$ cat config.mk
export PLATFORM = sky130hd
export DESIGN_NAME = wb_timer_slave
export DESIGN_NICKNAME = d
export VERILOG_FILES = /design/src/rtl/wb_timer_slave.sv
export SDC_FILE = /design/constraint.sdc
export NUM_CORES = 1
export LEC_CHECK = 0
export ABC_AREA = 1
export CAP_MARGIN = 15
export CORE_ASPECT_RATIO = 0.7
export CORE_UTILIZATION = 45
export CTS_CLUSTER_DIAMETER = 150
export CTS_CLUSTER_SIZE = 14
export DETAILED_ROUTE_END_ITERATION = 10
export PLACE_DENSITY = 0.72
export REMOVE_ABC_BUFFERS = 1
export SYNTH_ARGS = -nofsm -noshare
export SYNTH_HDL_FRONTEND = slang
export SYNTH_SLANG_ARGS = --single-unit
$ cat constraint.sdc
create_clock -name i_Clock -period 4.8 [get_ports i_Clock]
set_input_delay 0.96 -clock i_Clock [delete_from_list [all_inputs] [get_ports i_Clock]]
set_output_delay 0.96 -clock i_Clock [all_outputs]
set_load 0.1 [all_outputs]
$ cat src/rtl/wb_timer_slave.sv
// wb_timer_slave: Wishbone classic responder with a 16-bit prescaled up-counter.
// The 8-bit register map sits at BASE_ADDR+0..7. CNT_H is at +6, matching the
// EFB counter layout. A CNT_L read latches the high byte into a shadow
// register, so a following CNT_H read returns a coherent 16-bit value.
// Optional feature macro: WB_TIMER_ERR_EN.
// When this macro is defined, the module adds a wb_err_o port. Out-of-range
// accesses and writes to CNT_H/CNT_L then raise wb_err_o instead of wb_ack_o,
// and they have no side effects.
module wb_timer_slave #(
  parameter logic [7:0]  BASE_ADDR   = 8'h60,
  parameter logic [7:0]  PRESC_RESET = 8'h00,
  parameter logic [15:0] TOP_RESET   = 16'hFFFF
) (
  input  logic        i_Clock,
  input  logic        i_Resetn,
  input  logic        wb_cyc_i,
  input  logic        wb_stb_i,
  input  logic        wb_we_i,
  input  logic [7:0]  wb_adr_i,
  input  logic [7:0]  wb_dat_i,
  output logic [7:0]  wb_dat_o,
  output logic        wb_ack_o,
  output logic        o_Irq,
  output logic [15:0] o_Count
`ifdef WB_TIMER_ERR_EN
  ,
  output logic        wb_err_o
`endif
);

  // Bus response registers
  logic        r_ack;
  logic [7:0]  r_dat;

  // Control / status registers
  logic        r_en;
  logic        r_irq_en;
  logic [7:0]  r_presc;
  logic [15:0] r_top;
  logic        r_ovf;

  // Counting state
  logic [7:0]  r_presc_cnt;
  logic [15:0] r_cnt;
  logic [7:0]  r_shadow;
  logic        r_shadow_vld;

  logic        w_busy;
  logic        w_req;
  logic [8:0]  w_diff;
  logic        w_in_range;
  logic [2:0]  w_off;
  logic        w_bad;
  logic        w_acc;
  logic        w_wr;
  logic        w_rd;
  logic        w_rd_acc;
  logic        w_clr;
  logic        w_tick;
  logic        w_wrap;
  logic        w_ovf_set;
  logic        w_ovf_clr;
  logic [7:0]  w_rdata;

`ifdef WB_TIMER_ERR_EN
  logic        r_err;
  assign w_busy   = r_ack | r_err;
  assign w_bad    = ~w_in_range | (wb_we_i & (w_off[2:1] == 2'b11));
  assign wb_err_o = r_err;
`else
  assign w_busy   = r_ack;
  assign w_bad    = 1'b0;
`endif

  // A new request is only accepted while no response is outstanding, so a
  // held strobe sees acks on alternate cycles.
  assign w_req      = wb_cyc_i & wb_stb_i & ~w_busy;
  assign w_diff     = {1'b0, wb_adr_i} - {1'b0, BASE_ADDR};
  assign w_in_range = (w_diff[8:3] == 6'd0);
  assign w_off      = w_diff[2:0];

  assign w_acc    = w_req & w_in_range & ~w_bad;
  assign w_wr     = w_acc & wb_we_i;
  assign w_rd_acc = w_acc & ~wb_we_i;
  assign w_rd     = w_req & ~wb_we_i & ~w_bad;

  // A CLR write takes priority over any tick in the same cycle.
  assign w_clr     = w_wr & (w_off == 3'd0) & wb_dat_i[1];
  assign w_tick    = r_en & (r_presc_cnt == r_presc);
  assign w_wrap    = (r_cnt == r_top) | (r_cnt == 16'hFFFF);
  assign w_ovf_set = w_tick & ~w_clr & w_wrap;
  assign w_ovf_clr = w_wr & (w_off == 3'd5) & wb_dat_i[0];

  assign wb_ack_o = r_ack;
  assign wb_dat_o = r_dat;
  assign o_Irq    = r_ovf & r_irq_en;
  assign o_Count  = r_cnt;

  // Read data multiplexer for the decoded register window
  always_comb begin
    w_rdata = 8'h00;
    if (w_in_range) begin
      case (w_off)
        3'd0:    w_rdata = {5'b0, r_irq_en, 1'b0, r_en};
        3'd1:    w_rdata = r_presc;
        3'd2:    w_rdata = r_top[7:0];
        3'd3:    w_rdata = r_top[15:8];
        3'd5:    w_rdata = {7'b0, r_ovf};
        3'd6:    w_rdata = r_shadow_vld ? r_shadow : r_cnt[15:8];
        3'd7:    w_rdata = r_cnt[7:0];
        default: w_rdata = 8'h00;
      endcase
    end
  end

  // Bus response: one-cycle ack (or err) with read data valid alongside it
  always_ff @(posedge i_Clock or negedge i_Resetn) begin
    if (!i_Resetn) begin
      r_ack <= 1'b0;
      r_dat <= 8'h00;
`ifdef WB_TIMER_ERR_EN
      r_err <= 1'b0;
`endif
    end else begin
      r_ack <= w_req & ~w_bad;
      r_dat <= w_rd ? w_rdata : 8'h00;
`ifdef WB_TIMER_ERR_EN
      r_err <= w_req & w_bad;
`endif
    end
  end

  // Writable configuration registers (CLR is a strobe and is not stored)
  always_ff @(posedge i_Clock or negedge i_Resetn) begin
    if (!i_Resetn) begin
      r_en     <= 1'b0;
      r_irq_en <= 1'b0;
      r_presc  <= PRESC_RESET;
      r_top    <= TOP_RESET;
    end else if (w_wr) begin
      case (w_off)
        3'd0: begin
          r_en     <= wb_dat_i[0];
          r_irq_en <= wb_dat_i[2];
        end
        3'd1:    r_presc      <= wb_dat_i;
        3'd2:    r_top[7:0]   <= wb_dat_i;
        3'd3:    r_top[15:8]  <= wb_dat_i;
        default: ;
      endcase
    end
  end

  // Prescaler and counter; the compare uses the registered TOP of this cycle
  always_ff @(posedge i_Clock or negedge i_Resetn) begin
    if (!i_Resetn) begin
      r_presc_cnt <= 8'h00;
      r_cnt       <= 16'h0000;
    end else if (w_clr) begin
      r_presc_cnt <= 8'h00;
      r_cnt       <= 16'h0000;
    end else if (w_tick) begin
      r_presc_cnt <= 8'h00;
      r_cnt       <= w_wrap ? 16'h0000 : r_cnt + 16'd1;
    end else if (r_en) begin
      r_presc_cnt <= r_presc_cnt + 8'd1;
    end
  end

  // Overflow flag: a set in the same cycle as a clear wins
  always_ff @(posedge i_Clock or negedge i_Resetn) begin
    if (!i_Resetn) begin
      r_ovf <= 1'b0;
    end else if (w_ovf_set) begin
      r_ovf <= 1'b1;
    end else if (w_ovf_clr) begin
      r_ovf <= 1'b0;
    end
  end

  // High-byte shadow: set on a CNT_L read, consumed by the next CNT_H read
  always_ff @(posedge i_Clock or negedge i_Resetn) begin
    if (!i_Resetn) begin
      r_shadow     <= 8'h00;
      r_shadow_vld <= 1'b0;
    end else if (w_rd_acc && (w_off == 3'd7)) begin
      r_shadow     <= r_cnt[15:8];
      r_shadow_vld <= 1'b1;
    end else if (w_rd_acc && (w_off == 3'd6)) begin
      r_shadow_vld <= 1'b0;
    end
  end

endmodule

Word level (Yosys, flattened, before mapping):

Index checks and enable logic that the tools add are counted.

* input port bits: 21
* output and inout bits: 26
* register bits: 69
* logic and storage cells: 68

* reductions and logical operators: 12
* $add $sub $neg: 3
* mux-type cells: 14
* equality and inequality tests: 9
* bitwise gates (word level): 18

Operator list (number)
* 8-bit case mux with 7 select lines: 1
* 16-bit 2-to-1 mux: 3
* 8-bit 2-to-1 mux: 6
* 16-bit by 1-bit adder with 16-bit output, second input constant: 1
* 16-bit == test: 1
* 16-bit == test, second input constant: 1
* 1-bit AND: 14
* 3-bit == test, second input constant: 3
* 8-bit by 7-bit subtractor with 9-bit output, second input constant: 1
* 8-bit by 1-bit adder with 8-bit output, second input constant: 1
* 8-bit == test: 1
* 2-bit AND reduction: 4
* 3-bit by 2-bit == test with 1-bit output, second input constant: 2
* 6-bit zero test: 1
* 2-bit nonzero test: 3
* 1-bit 2-to-1 mux: 4
* 3-bit by 1-bit == test with 1-bit output, second input constant: 1
* 3-bit zero test: 1
* 1-bit inverter: 3
* 3-bit nonzero test: 1
* 1-bit logical AND: 2
* 1-bit OR: 1

Depth between registers and ports, before layout:

* depth after elaboration: 10
* depth in mapped cells: 12
* gate-level depth less buffers: 11

Worst setup path before layout:

OpenSTA, ideal clock, no wires.

* path kind: reg-to-reg
* start point: register r_cnt[1] (netlist: o_Count[1])
* end point: register r_cnt[7] (netlist: o_Count[7])
* path buffers: 1
* stages on the path, launching flop included: 10
* arrival: 2.212 ns
* setup slack: 2.465 ns
* setup time: 0.124 ns
* clock period less this slack: 2.335 ns
* path through: dfrtp_1 > ha_1 > nand2_2 > nor3_4 > nand4_1 > nand2_1 > nor2_4 > buf_12 > nand2_2 > o21ai_2

* longest elaborated chain between the ends: 5

RTL lines
* start, declared: RTL line 44 `logic [15:0] r_cnt;`
* start signal, assigned: RTL line 164 `r_cnt <= w_wrap ? 16'h0000 : r_cnt + 16'd1;`
* parallel branches: the longest is 2 deep, another holds 16-bit by 1-bit adder with 16-bit output
* 16-bit 2-to-1 mux (*): RTL line 164
* 16-bit 2-to-1 mux (*): RTL line 162 `end else if (w_tick) begin`
* 16-bit 2-to-1 mux (*): RTL line 159 `end else if (w_clr) begin`

Every way passes the cells marked *. The select of a mux whose other input is x is not followed.
A chain may end at the register's enable or synchronous reset.

Worst setup path in the final report:

* start point: register r_cnt[2] (netlist: o_Count[2])
* end point: output o_Count[2]

RTL lines
* end, declared: RTL line 24 `output logic [15:0] o_Count`

No word-level cell between the ends.

==> results by group <==
Placement
  – IO Port Bufs: 46
  – Dpl hpwl: 8499 um
  – Routability cong.: 0.9817

STA
  – Slew @ Worst Pin: 980.5 ps
  – Max Fclk: 0.3307 GHz
  – Slew Limit Headroom: 34.43%
  – Setup clock skew after layout: 8.189 ps
  – Fin. Hold Viols: 0
  – Max-slew violation count: 0
  – Post-layout min period: 3024 ps
  – TNS Setup: 0 ps
  – Final cycle utilization of the critical path: 63.01%
  – Unrepaired setup endpoints after global routing: false
  – Setup Viol. Count Final: 0

Drt
  – First drt pass iteration count: 6
  – DRC errors left: 0
  – Remaining antenna violation count: 0
  – Drt initial violations: 458
  – Post-DR wirelength/cell: 16.47 um
  – Vias per cell: 5.427
  – WL final: 11580 um
  – Vias: 3815

Setup path
  – Setup CP Type: flip-flop to output pin
  – CP max stage delay: 1200 ps
  – Worst-path fanout max: 7
  – CP cell instances: clkdlybuf4s50_1
  – Worst Setup Start Kind: flip-flop
  – Critical path's slowest cell: clkdlybuf4s50_1
  – Worst endpoint required time: 3840 ps
  – Critical path buffers and inverters: 1
  – Top Family by Delay on Critical Path: buffers and inverters
  – WP data arrival: 2060 ps
  – CP Capture Type: output pin

Logic synthesis
  – Most frequent cell after synthesis: nand2_1
  – Post-synth EDFFs: 0
  – Area share of the largest cell type after synthesis: 33.40%
  – Avg Inst Size Synth: 7.507 um^2
  – Yosys cell types: 37
  – Ys Warns: 0
  – Post-synth design cell area: 3971 um^2
  – Synthesis-stage register bit count: 69
  – Syn Inst Count: 529
  – Largest cells by area after synthesis: dfrtp_1 33%, nand2_1 17%, dfstp_2 11%, o21ai_0 7.3%, inv_1 5.0%
  – Ys async rst share: 100.0%
  – Sequential area share after synthesis: 43.98%
  – Commonest cells in the netlist: 177 x nand2_1, 58 x o21ai_0, 53 x dfrtp_1, 53 x inv_1, 42 x nor2_1
  – Area leader, netlist: dfrtp_1
  – Synth Flop Type: dfrtp_1

Power and ir drop
  – Logic pwr share: 17.5%
  – Leakage: 2.257 nW
  – Switching share of power: 31.63%
  – Power Total: 0.001569 W
  – P_sw: 0.0004963 W
  – Seq pwr share: 43.0%
  – Clock Power Share: 39.5%
  – PD cells: 327.6 nW/um^2
  – Int Power: 0.001073 W
  – Worst vdd ir: 0.2538 mV

Layout
  – Diodes inserted: 0
  – Layout cell share with drive strength beyond 1: 14.24%
  – Final net count: 601
  – Sequential cell area: 1747 um^2
  – Area grow syn2layout: 20.57%
  – FILL cells: 785
  – Final Util: 56.25%
  – Area of the multi-input gates: 1912 um^2

CTS
  – CTS tree: done
  – CTS H-tree lvls: 3
  – CTS Buffer Depth: 2
  – Inserted Clock Buffers: 9
  – Reg clk slew, reported paths: 60 ps
  – Hold_buf cts: 0
  – Clock Sinks: 69
  – Post CTS Setup Buffer Count: 0
  – Cts repair resizes: 0
  – Clock latency on the worst-skew pair: 340 ps
  – CTS root buffer: clkbuf_16

Floorplan
  – Core area: 8513 um^2
  – Die height: 80.60 um
  – Top-level port count: 47
  – Die area: 9210 um^2
  – Die X: 114.3 um
  – Row count: 28
  – Initial Util: 46.65%

GRT
  – Vias in the first global route: 3598
  – GRT overflow: 0
  – Largest net degree at the start of global routing: 37
  – GRT Total Usage: 27.03%
  – First-pass GRT wire length: 18550 um
  – Initial antenna violation count: 0

Job
  – Number of max-cap violations: 0

Status
  – Status: completed

Hold path
  – HP Class: flip-flop to flip-flop
## layout by cell type, fill, tap and decap left out, types with 9 or more instances in the layout
cell type          n
a21oi_1           20
clkbuf_16          9
clkdlybuf4s50_1   45
dfrtp_1           53
dfstp_2           16
inv_1             53
inv_2             11
nand2_1          177
nand3_1           18
nand3_2            9
nor2_1            42
o21ai_0           58
## cell type report
cell class / instances / area share, %
Clock buffer: 9 / 4.703
Clock inverter: 7 / 1.071
Inverter: 64 / 5.017
Multi-Input combinational cell: 387 / 39.93
Sequential cell: 69 / 36.48
Tap cell: 120 / 3.136
Timing Repair Buffer: 47 / 9.668
## sequential cells by signal, summed over array words and instances, names as in the netlist
| name | flops |
|---|---|
| o_Count | 16 |
| r_en | 1 |
| r_irq_en | 1 |
| r_ovf | 1 |
| r_presc | 8 |
| r_presc_cnt | 8 |
| r_shadow | 8 |
| r_shadow_vld | 1 |
| r_top | 16 |
| wb_ack_o | 1 |
| wb_dat_o | 8 |
## worst register-to-register path, delay by kind of cell (launching register included)
family | cells | cell delay [ps]
AND/OR/NAND/NOR | 9 | 1060
flip-flops | 1 | 480
AO/OA/AOI/OAI | 1 | 110
buffers and inverters | 1 | 240
## metrics by stage
step	instance area, um^2	cells	setup WS [ps]	hold WS, ps
final	4788	703	1776	429.9
after global routing	4788	703	1725	445.7
after CTS	4788	703	1776	438.2
after detailed placement	4512	687	1864	431.8
after global placement	4512	687	1967	424.8
after floorplan	3899	520	2529	452.9
## final timing paths
path | start | to | slack (ps) | cells past startpoint
min in group asynchronous | i_Resetn | wb_dat_o[7] | 690 | 1
worst max register to register | o_Count[7] | o_Count[5] | 2810 | 11
worst min-delay path | wb_ack_o | wb_ack_o | 430 | 1
max in group asynchronous | i_Resetn | r_top[3] | 3110 | 2
worst max-delay path | o_Count[2] | o_Count[2] | 1780 | 1
worst min register to register | wb_ack_o | wb_ack_o | 430 | 1
## per-layer routing
metal	track usage (%)	up-vias	wire, um
met2	39.39	198	4810
met5	0	-	0
met4	7.922	0	231
met1	37.26	1798	5253
met3	9.887	24	1280
li1	-	1795	-
## power by group through the flow
stage | Clock, W | Sequential, W | Combinational [W]
finish | 0.000620 | 0.000674 | 0.000275
global route | 0.000648 | 0.000682 | 0.000309
CTS | 0.000628 | 0.000674 | 0.000272
detailed placement | 0 | 0.000684 | 0.000271
global placement | 0 | 0.000682 | 0.000260
floorplan | 0 | 0.000684 | 0.000173
## logic make-up (layout without fill, tap and decap cells)
logic type	Yosys count	count (layout)	share of synthesized area [%]
flip-flops	69	69	43.98
multiplexers	3	3	0.8506
XOR/XNOR	6	6	1.323
AND/OR/NAND/NOR	284	284	32.89
adder cells (fa/ha/maj)	2	2	0.6300
buffers and inverters	73	127	7.876
AO/OA/AOI/OAI	92	92	12.45
Note: power is estimated with default switching activity, not from simulation.
